--- config.mk ---
export PLATFORM = sky130hd
export DESIGN_NAME = wb_unit_flat
export DESIGN_NICKNAME = d
export VERILOG_FILES = /design/src/rtl/rv32i_pkg.sv /design/src/rtl/wb_unit_if.sv /design/src/rtl/load_align.sv /design/src/rtl/wb_unit.sv /design/src/flat_wrapper.sv
export SDC_FILE = /design/constraint.sdc
export NUM_CORES = 1
export LEC_CHECK = 0
export CORE_ASPECT_RATIO = 1.4
export CORE_MARGIN = 2
export CORE_UTILIZATION = 46
export CTS_CLUSTER_DIAMETER = 40
export DETAILED_ROUTE_END_ITERATION = 10
export PLACE_DENSITY = 0.93
export SLEW_MARGIN = 10
export SYNTH_ARGS = -nofsm -noshare
export SYNTH_HDL_FRONTEND = slang
export SYNTH_SLANG_ARGS = --single-unit
--- constraint.sdc ---
create_clock -name clk -period 3.6 [get_ports clk]
set_clock_uncertainty 0.05 [all_clocks]
set_input_delay 0.72 -clock clk [delete_from_list [all_inputs] [get_ports clk]]
set_output_delay 0.72 -clock clk [all_outputs]
set_load 0.1 [all_outputs]
--- src/rtl/rv32i_pkg.sv ---
// Shared RV32I constants for the writeback slice: load funct3 encodings
// and the writeback FSM state encoding.
package rv32i_pkg;

  localparam logic [2:0] F3_LB  = 3'b000;
  localparam logic [2:0] F3_LH  = 3'b001;
  localparam logic [2:0] F3_LW  = 3'b010;
  localparam logic [2:0] F3_LBU = 3'b100;
  localparam logic [2:0] F3_LHU = 3'b101;

  typedef enum logic {
    WB_IDLE      = 1'b0,
    WB_WAIT_LOAD = 1'b1
  } wb_state_e;

endpackage

--- src/rtl/wb_unit_if.sv ---
// MEM->WB handshake, data-memory read response and regfile write/forward bus.
// master = MEM stage / memory side, slave = writeback unit.
interface wb_unit_if;
  logic        m_valid;
  logic        m_ready;
  logic        m_reg_write;
  logic        m_is_load;
  logic [4:0]  m_rd;
  logic [2:0]  m_funct3;
  logic [1:0]  m_addr_lo;
  logic [31:0] m_alu_result;
  logic        dmem_rvalid;
  logic [31:0] dmem_rdata;
  logic        rf_we;
  logic [4:0]  rf_rd;
  logic [31:0] rf_wd;
  logic        load_err;
  logic [31:0] instret;

  modport master (
    output m_valid, m_reg_write, m_is_load, m_rd, m_funct3, m_addr_lo,
           m_alu_result, dmem_rvalid, dmem_rdata,
    input  m_ready, rf_we, rf_rd, rf_wd, load_err, instret
  );

  modport slave (
    input  m_valid, m_reg_write, m_is_load, m_rd, m_funct3, m_addr_lo,
           m_alu_result, dmem_rvalid, dmem_rdata,
    output m_ready, rf_we, rf_rd, rf_wd, load_err, instret
  );
endinterface

--- src/rtl/load_align.sv ---
// Combinational load extraction: picks the byte/halfword selected by the
// address offset, sign- or zero-extends it, and flags misaligned or
// illegal funct3 encodings.
module load_align
  import rv32i_pkg::*;
(
  input  logic [2:0]  funct3,
  input  logic [1:0]  offset,
  input  logic [31:0] rdata,
  output logic [31:0] data,
  output logic        err
);

  logic [7:0]  lanes [4];
  logic [7:0]  byte_sel;
  logic [15:0] half_sel;

  genvar gi;
  generate
    for (gi = 0; gi < 4; gi++) begin : g_lane
      assign lanes[gi] = rdata[8*gi +: 8];
    end
  endgenerate

  assign byte_sel = lanes[offset];
  assign half_sel = offset[1] ? rdata[31:16] : rdata[15:0];

  // Width/sign decode; illegal encodings return zero data with err set.
  always_comb begin
    data = '0;
    err  = 1'b0;
    case (funct3)
      F3_LB:  data = {{24{byte_sel[7]}}, byte_sel};
      F3_LBU: data = {24'h0, byte_sel};
      F3_LH: begin
        data = {{16{half_sel[15]}}, half_sel};
        err  = offset[0];
      end
      F3_LHU: begin
        data = {16'h0, half_sel};
        err  = offset[0];
      end
      F3_LW: begin
        data = rdata;
        err  = (offset != 2'b00);
      end
      default: err = 1'b1;
    endcase
  end

endmodule

--- src/rtl/wb_unit.sv ---
// Writeback unit: retires MEM-stage instructions, waits for load data,
// drives the single regfile write port (also the WB->EX forwarding bus)
// and counts retired instructions.
module wb_unit
  import rv32i_pkg::*;
(
  input  logic       clk,
  input  logic       rst,
  wb_unit_if.slave   bus
);

  wb_state_e   state_reg, state_next;

  logic [4:0]  rd_reg;
  logic [2:0]  funct3_reg;
  logic [1:0]  off_reg;
  logic        reg_write_reg;

  logic        rf_we_reg;
  logic [4:0]  rf_rd_reg;
  logic [31:0] rf_wd_reg;
  logic        load_err_reg;
  logic [31:0] instret_reg;

  logic        in_idle;
  logic        accept_alu, accept_load, accept_bad, load_done;
  logic [2:0]  align_f3;
  logic [1:0]  align_off;
  logic [31:0] align_data;
  logic        align_err;

  assign in_idle = (state_reg == WB_IDLE);

  // One aligner serves both jobs: in IDLE it checks the incoming load for
  // errors, in WAIT_LOAD it extracts data using the captured fields.
  assign align_f3  = in_idle ? bus.m_funct3  : funct3_reg;
  assign align_off = in_idle ? bus.m_addr_lo : off_reg;

  load_align u_align (
    .funct3 (align_f3),
    .offset (align_off),
    .rdata  (bus.dmem_rdata),
    .data   (align_data),
    .err    (align_err)
  );

  assign accept_alu  = in_idle && bus.m_valid && !bus.m_is_load;
  assign accept_load = in_idle && bus.m_valid &&  bus.m_is_load && !align_err;
  assign accept_bad  = in_idle && bus.m_valid &&  bus.m_is_load &&  align_err;
  assign load_done   = (state_reg == WB_WAIT_LOAD) && bus.dmem_rvalid;

  // FSM state register.
  always_ff @(posedge clk or posedge rst) begin
    if (rst) state_reg <= WB_IDLE;
    else     state_reg <= state_next;
  end

  // FSM next-state: only legal loads leave IDLE; rvalid returns to IDLE.
  always_comb begin
    state_next = state_reg;
    case (state_reg)
      WB_IDLE:      if (accept_load) state_next = WB_WAIT_LOAD;
      WB_WAIT_LOAD: if (bus.dmem_rvalid) state_next = WB_IDLE;
      default:      state_next = WB_IDLE;
    endcase
  end

  // FSM outputs: ready depends on state only, never on m_valid.
  always_comb begin
    bus.m_ready = (state_reg == WB_IDLE);
  end

  // Capture the fields of an accepted load for use when data returns.
  always_ff @(posedge clk or posedge rst) begin
    if (rst) begin
      rd_reg        <= '0;
      funct3_reg    <= '0;
      off_reg       <= '0;
      reg_write_reg <= 1'b0;
    end else if (accept_load) begin
      rd_reg        <= bus.m_rd;
      funct3_reg    <= bus.m_funct3;
      off_reg       <= bus.m_addr_lo;
      reg_write_reg <= bus.m_reg_write;
    end
  end

  // Regfile write port, error pulse and retire counter. rf_rd/rf_wd only
  // change on an actual write so forwarding consumers see stable values.
  always_ff @(posedge clk or posedge rst) begin
    if (rst) begin
      rf_we_reg    <= 1'b0;
      rf_rd_reg    <= '0;
      rf_wd_reg    <= '0;
      load_err_reg <= 1'b0;
      instret_reg  <= '0;
    end else begin
      rf_we_reg    <= 1'b0;
      load_err_reg <= accept_bad;
      if (accept_alu) begin
        instret_reg <= instret_reg + 32'd1;
        if (bus.m_reg_write && (bus.m_rd != 5'd0)) begin
          rf_we_reg <= 1'b1;
          rf_rd_reg <= bus.m_rd;
          rf_wd_reg <= bus.m_alu_result;
        end
      end else if (load_done) begin
        instret_reg <= instret_reg + 32'd1;
        if (reg_write_reg && (rd_reg != 5'd0)) begin
          rf_we_reg <= 1'b1;
          rf_rd_reg <= rd_reg;
          rf_wd_reg <= align_data;
        end
      end
    end
  end

  assign bus.rf_we    = rf_we_reg;
  assign bus.rf_rd    = rf_rd_reg;
  assign bus.rf_wd    = rf_wd_reg;
  assign bus.load_err = load_err_reg;
  assign bus.instret  = instret_reg;

endmodule

--- src/flat_wrapper.sv ---
// flat-port wrapper written by rule: the top's interface ports become plain ports
module wb_unit_flat import rv32i_pkg::*;
  (clk, rst, bus_m_valid, bus_m_reg_write, bus_m_is_load, bus_m_rd, bus_m_funct3, bus_m_addr_lo, bus_m_alu_result, bus_dmem_rvalid, bus_dmem_rdata, bus_m_ready, bus_rf_we, bus_rf_rd, bus_rf_wd, bus_load_err, bus_instret);
  wb_unit_if bus_i ();
  input  logic clk;
  input  logic rst;
  input wire logic [$bits(bus_i.m_valid)-1:0] bus_m_valid;
  input wire logic [$bits(bus_i.m_reg_write)-1:0] bus_m_reg_write;
  input wire logic [$bits(bus_i.m_is_load)-1:0] bus_m_is_load;
  input wire logic [$bits(bus_i.m_rd)-1:0] bus_m_rd;
  input wire logic [$bits(bus_i.m_funct3)-1:0] bus_m_funct3;
  input wire logic [$bits(bus_i.m_addr_lo)-1:0] bus_m_addr_lo;
  input wire logic [$bits(bus_i.m_alu_result)-1:0] bus_m_alu_result;
  input wire logic [$bits(bus_i.dmem_rvalid)-1:0] bus_dmem_rvalid;
  input wire logic [$bits(bus_i.dmem_rdata)-1:0] bus_dmem_rdata;
  output wire logic [$bits(bus_i.m_ready)-1:0] bus_m_ready;
  output wire logic [$bits(bus_i.rf_we)-1:0] bus_rf_we;
  output wire logic [$bits(bus_i.rf_rd)-1:0] bus_rf_rd;
  output wire logic [$bits(bus_i.rf_wd)-1:0] bus_rf_wd;
  output wire logic [$bits(bus_i.load_err)-1:0] bus_load_err;
  output wire logic [$bits(bus_i.instret)-1:0] bus_instret;
  assign bus_i.m_valid = bus_m_valid;
  assign bus_i.m_reg_write = bus_m_reg_write;
  assign bus_i.m_is_load = bus_m_is_load;
  assign bus_i.m_rd = bus_m_rd;
  assign bus_i.m_funct3 = bus_m_funct3;
  assign bus_i.m_addr_lo = bus_m_addr_lo;
  assign bus_i.m_alu_result = bus_m_alu_result;
  assign bus_i.dmem_rvalid = bus_dmem_rvalid;
  assign bus_i.dmem_rdata = bus_dmem_rdata;
  assign bus_m_ready = bus_i.m_ready;
  assign bus_rf_we = bus_i.rf_we;
  assign bus_rf_rd = bus_i.rf_rd;
  assign bus_rf_wd = bus_i.rf_wd;
  assign bus_load_err = bus_i.load_err;
  assign bus_instret = bus_i.instret;
  wb_unit u_core (.clk(clk), .rst(rst), .bus(bus_i));
endmodule
==> summary.txt <==
Wire length reported by the detailed router: 13500 um
Clock transition at the registers of the reported paths: 0.06 ns
WL/cell: 19.9 um
Post-CTS Resized: 0
Max Fclk: 355 MHz
Number of library cell types mapped by synthesis: 56
Dpl cell area: 5970 um^2
Post-synth net total: 498
Number of top-level pins: 152
Clock tree from TritonCTS: done
Clk sink count: 83
Worst-case clock buffer depth: 2
Number of iterations in the first detailed-routing pass: 5
Slew Limit Headroom: 31.4%
Count of hold-fix buffers inserted at cts: 0
Max Slew Vio Count: 0
Required arrival time at the worst endpoint: 3.80 ns
Ys Warns: 0
Worst min path class: register to register
Synthesized area per cell: 10.5 um^2
Via count of the first global-routing pass: 4164
Startpoint types: input pin
Final cell utilization of the core: 67.0%
Overall fraction of global-route tracks in use: 26.6%
Proportion of layout cells with a drive suffix above 1: 9.19%
Post-route clock period utilization: 78.3%
Final min period: 2.82 ns
1st-iter DRT viols: 385
Number of inserted diodes: 0
Data arrival time at the worst-slack endpoint: 3.02 ns
Rows: 42
Buffers on Ports: 151
Starting density of the core: 46.7%
Most used flip-flop cell after synthesis: dfrtp_1
Pin count of the biggest net entering global routing: 46
Setup repair after global routing missed its margin: no
Static Leakage: 0.00253 uW
Fraction of registers with async set or reset after synthesis: 100%
Area overhead of the layout relative to synthesis: 43.3%
Number of setup violations in the final report: 0
Worst slack at placement: 0.502 ns
Length in cells of the worst reg-to-reg path: 5
Placer congestion estimate: 0.882
Synthesis-stage register bit count: 83
CTS Buf Count: 9
Fill cell instance count of the final layout: 702
Worst hold-check slack: 0.424 ns
Placed wire-length estimate after detailed placement: 10000 um
Vert. Die Dim: 119 um
CP endpoint kind: register
Design Area, Final: 6260 um^2
Number of flops mapped to enable cells by yosys: 0
Overall die area: 10300 um^2
Remaining routing DRC violations: 0
Antenna violations before repair: 0
CTS H-Tree Depth: 3
Fin Setup TNS: 0 ns
Slack of the critical path: 0.780 ns
Core Box Area: 9350 um^2
Global-route wire length before repair: 21500 um
Vias post-DR: 4160
Worst voltage drop across the vdd grid: 0.736 mV
Post-synthesis instance total: 417
Sequential area share after synthesis: 47.5%
Transition at the pin with the smallest max-transition slack: 1.03 ns
Number of cells on the worst hold path: 1
Overall die width: 86.4 um
Remaining antenna violation count after routing: 0
Leftover overflow at the end of global routing: 0
Final hold violation count: 0
Per-cell via count in the routed design: 6.15
Max Cap Viol: 0
Layout Nets: 642
Clk Latency, worst-skew pair: 0.34 ns
Cell at the root of the clock tree: clkbuf_16
Run status: complete, no violations
Type of the setup path with the least slack: input pin to register
CP max FO: 24
Number of setup buffers added after CTS: 0
Mapped Area: 4370 um^2
Power per unit of standard cell area: 899 nW/um^2
==> worst paths after layout <==
check | slack [ns] | end | startpoint
worst max-delay path | 0.78 | u_core.bus.rf_wd[15]$_DFFE_PP0P_ | bus_m_funct3[1]
worst min-delay path | 0.42 | u_core.bus.instret[31]$_DFFE_PP0P_ | u_core.bus.instret[31]$_DFFE_PP0P_
worst max register to register | 0.80 | u_core.bus.rf_wd[15]$_DFFE_PP0P_ | u_core.state_reg$_DFF_PP0_
worst min register to register | 0.42 | u_core.bus.instret[31]$_DFFE_PP0P_ | u_core.bus.instret[31]$_DFFE_PP0P_
max in group asynchronous | 2.12 | u_core.bus.rf_wd[4]$_DFFE_PP0P_ | rst
min in group asynchronous | 0.74 | u_core.bus.instret[11]$_DFFE_PP0P_ | rst
==> critical path: stages <==
cell and delay [ns]:
clkdlybuf4s50_1 0.45, nor2b_1 0.18, a21oi_2 0.40, and2_1 0.81, a222oi_1 0.26, o22ai_1 0.21
==> power breakdown <==
group	switching, uW	internal [uW]	leakage, uW	total (uW)
Clock	363	552	0.000145	916
Combinational	2380	819	0.00137	3200
Sequential	274	1240	0.00102	1510
==> cells in the mapped netlist, types with 2 or more instances <==
cell type	n	area (um^2)
mux4_2	7	158
mux2_2	5	56.3
nand4_1	5	31.3
nor3_1	18	90.1
nand3_1	8	40.0
a21oi_1	24	120
inv_2	2	7.51
buf_4	2	15.0
o211ai_1	4	30.0
o22ai_1	25	156
and2_1	3	18.8
dfrtp_1	83	2080
a31oi_1	5	31.3
nor3b_1	2	15.0
nand2b_1	3	18.8
or4_1	3	22.5
and3_1	6	37.5
nor2b_1	5	31.3
a221oi_1	23	201
o21ai_0	3	15.0
a21o_1	2	15.0
nor2_1	50	188
nand4_2	2	25.0
clkbuf_1	9	33.8
inv_1	5	18.8
xnor2_1	23	201
nand2_1	23	86.3
buf_2	14	70.1
and4_1	2	17.5
a222oi_1	8	80.1
mux2i_1	5	50.1
xor2_1	8	70.1
mux2_1	7	78.8
==> metal layers <==
layer	vias to the layer above	global-route usage, %	routed length (um)
li1	1855	-	-
met5	-	0	0
met4	0	10.2	442
met2	271	45.9	7010
met1	1996	32.2	4900
met3	38	5.68	1120
==> metrics by stage <==
stage          cells  total power, uW
2_1_floorplan    417             3880
3_3_place_gp     660             4640
3_5_place_dp     660             4710
4_1_cts          676             5640
5_1_grt          676             5820
6_report         676             5630
==> logic make-up (layout without fill, tap and decap cells) <==
group,Yosys count,after routing,synth area share [%]
xor gates and xnor gates,31,31,6.21
AOI/OAI and AO/OA,108,108,18.5
muxes,24,24,7.84
DFF,83,83,47.5
adders and majority gates,1,1,0.286
and+or+nand+nor,138,138,16.3
buffers and inverters,32,181,3.32
==> cells in the final DEF (no fill, tap or decap), types with 9 or more instances in the layout <==
master,instances
a21oi_1,24
dfrtp_1,83
clkdlybuf4s50_1,149
nor2_1,50
nor3_1,18
nand2_1,23
o22ai_1,25
a221oi_1,23
xnor2_1,23
clkbuf_16,9
==> layout make-up <==
class | instances | area [um^2] | share of cell area, %
Tap cell | 110 | 138 | 2.20
Clock buffer | 11 | 243 | 3.88
Multi-Input combinational cell | 302 | 2150 | 34.4
Inverter | 7 | 27.5 | 0.439
Clock inverter | 5 | 52.6 | 0.839
Timing Repair Buffer | 158 | 1570 | 25.1
Sequential cell | 83 | 2080 | 33.2
Note: power is estimated with default switching activity, not from simulation.
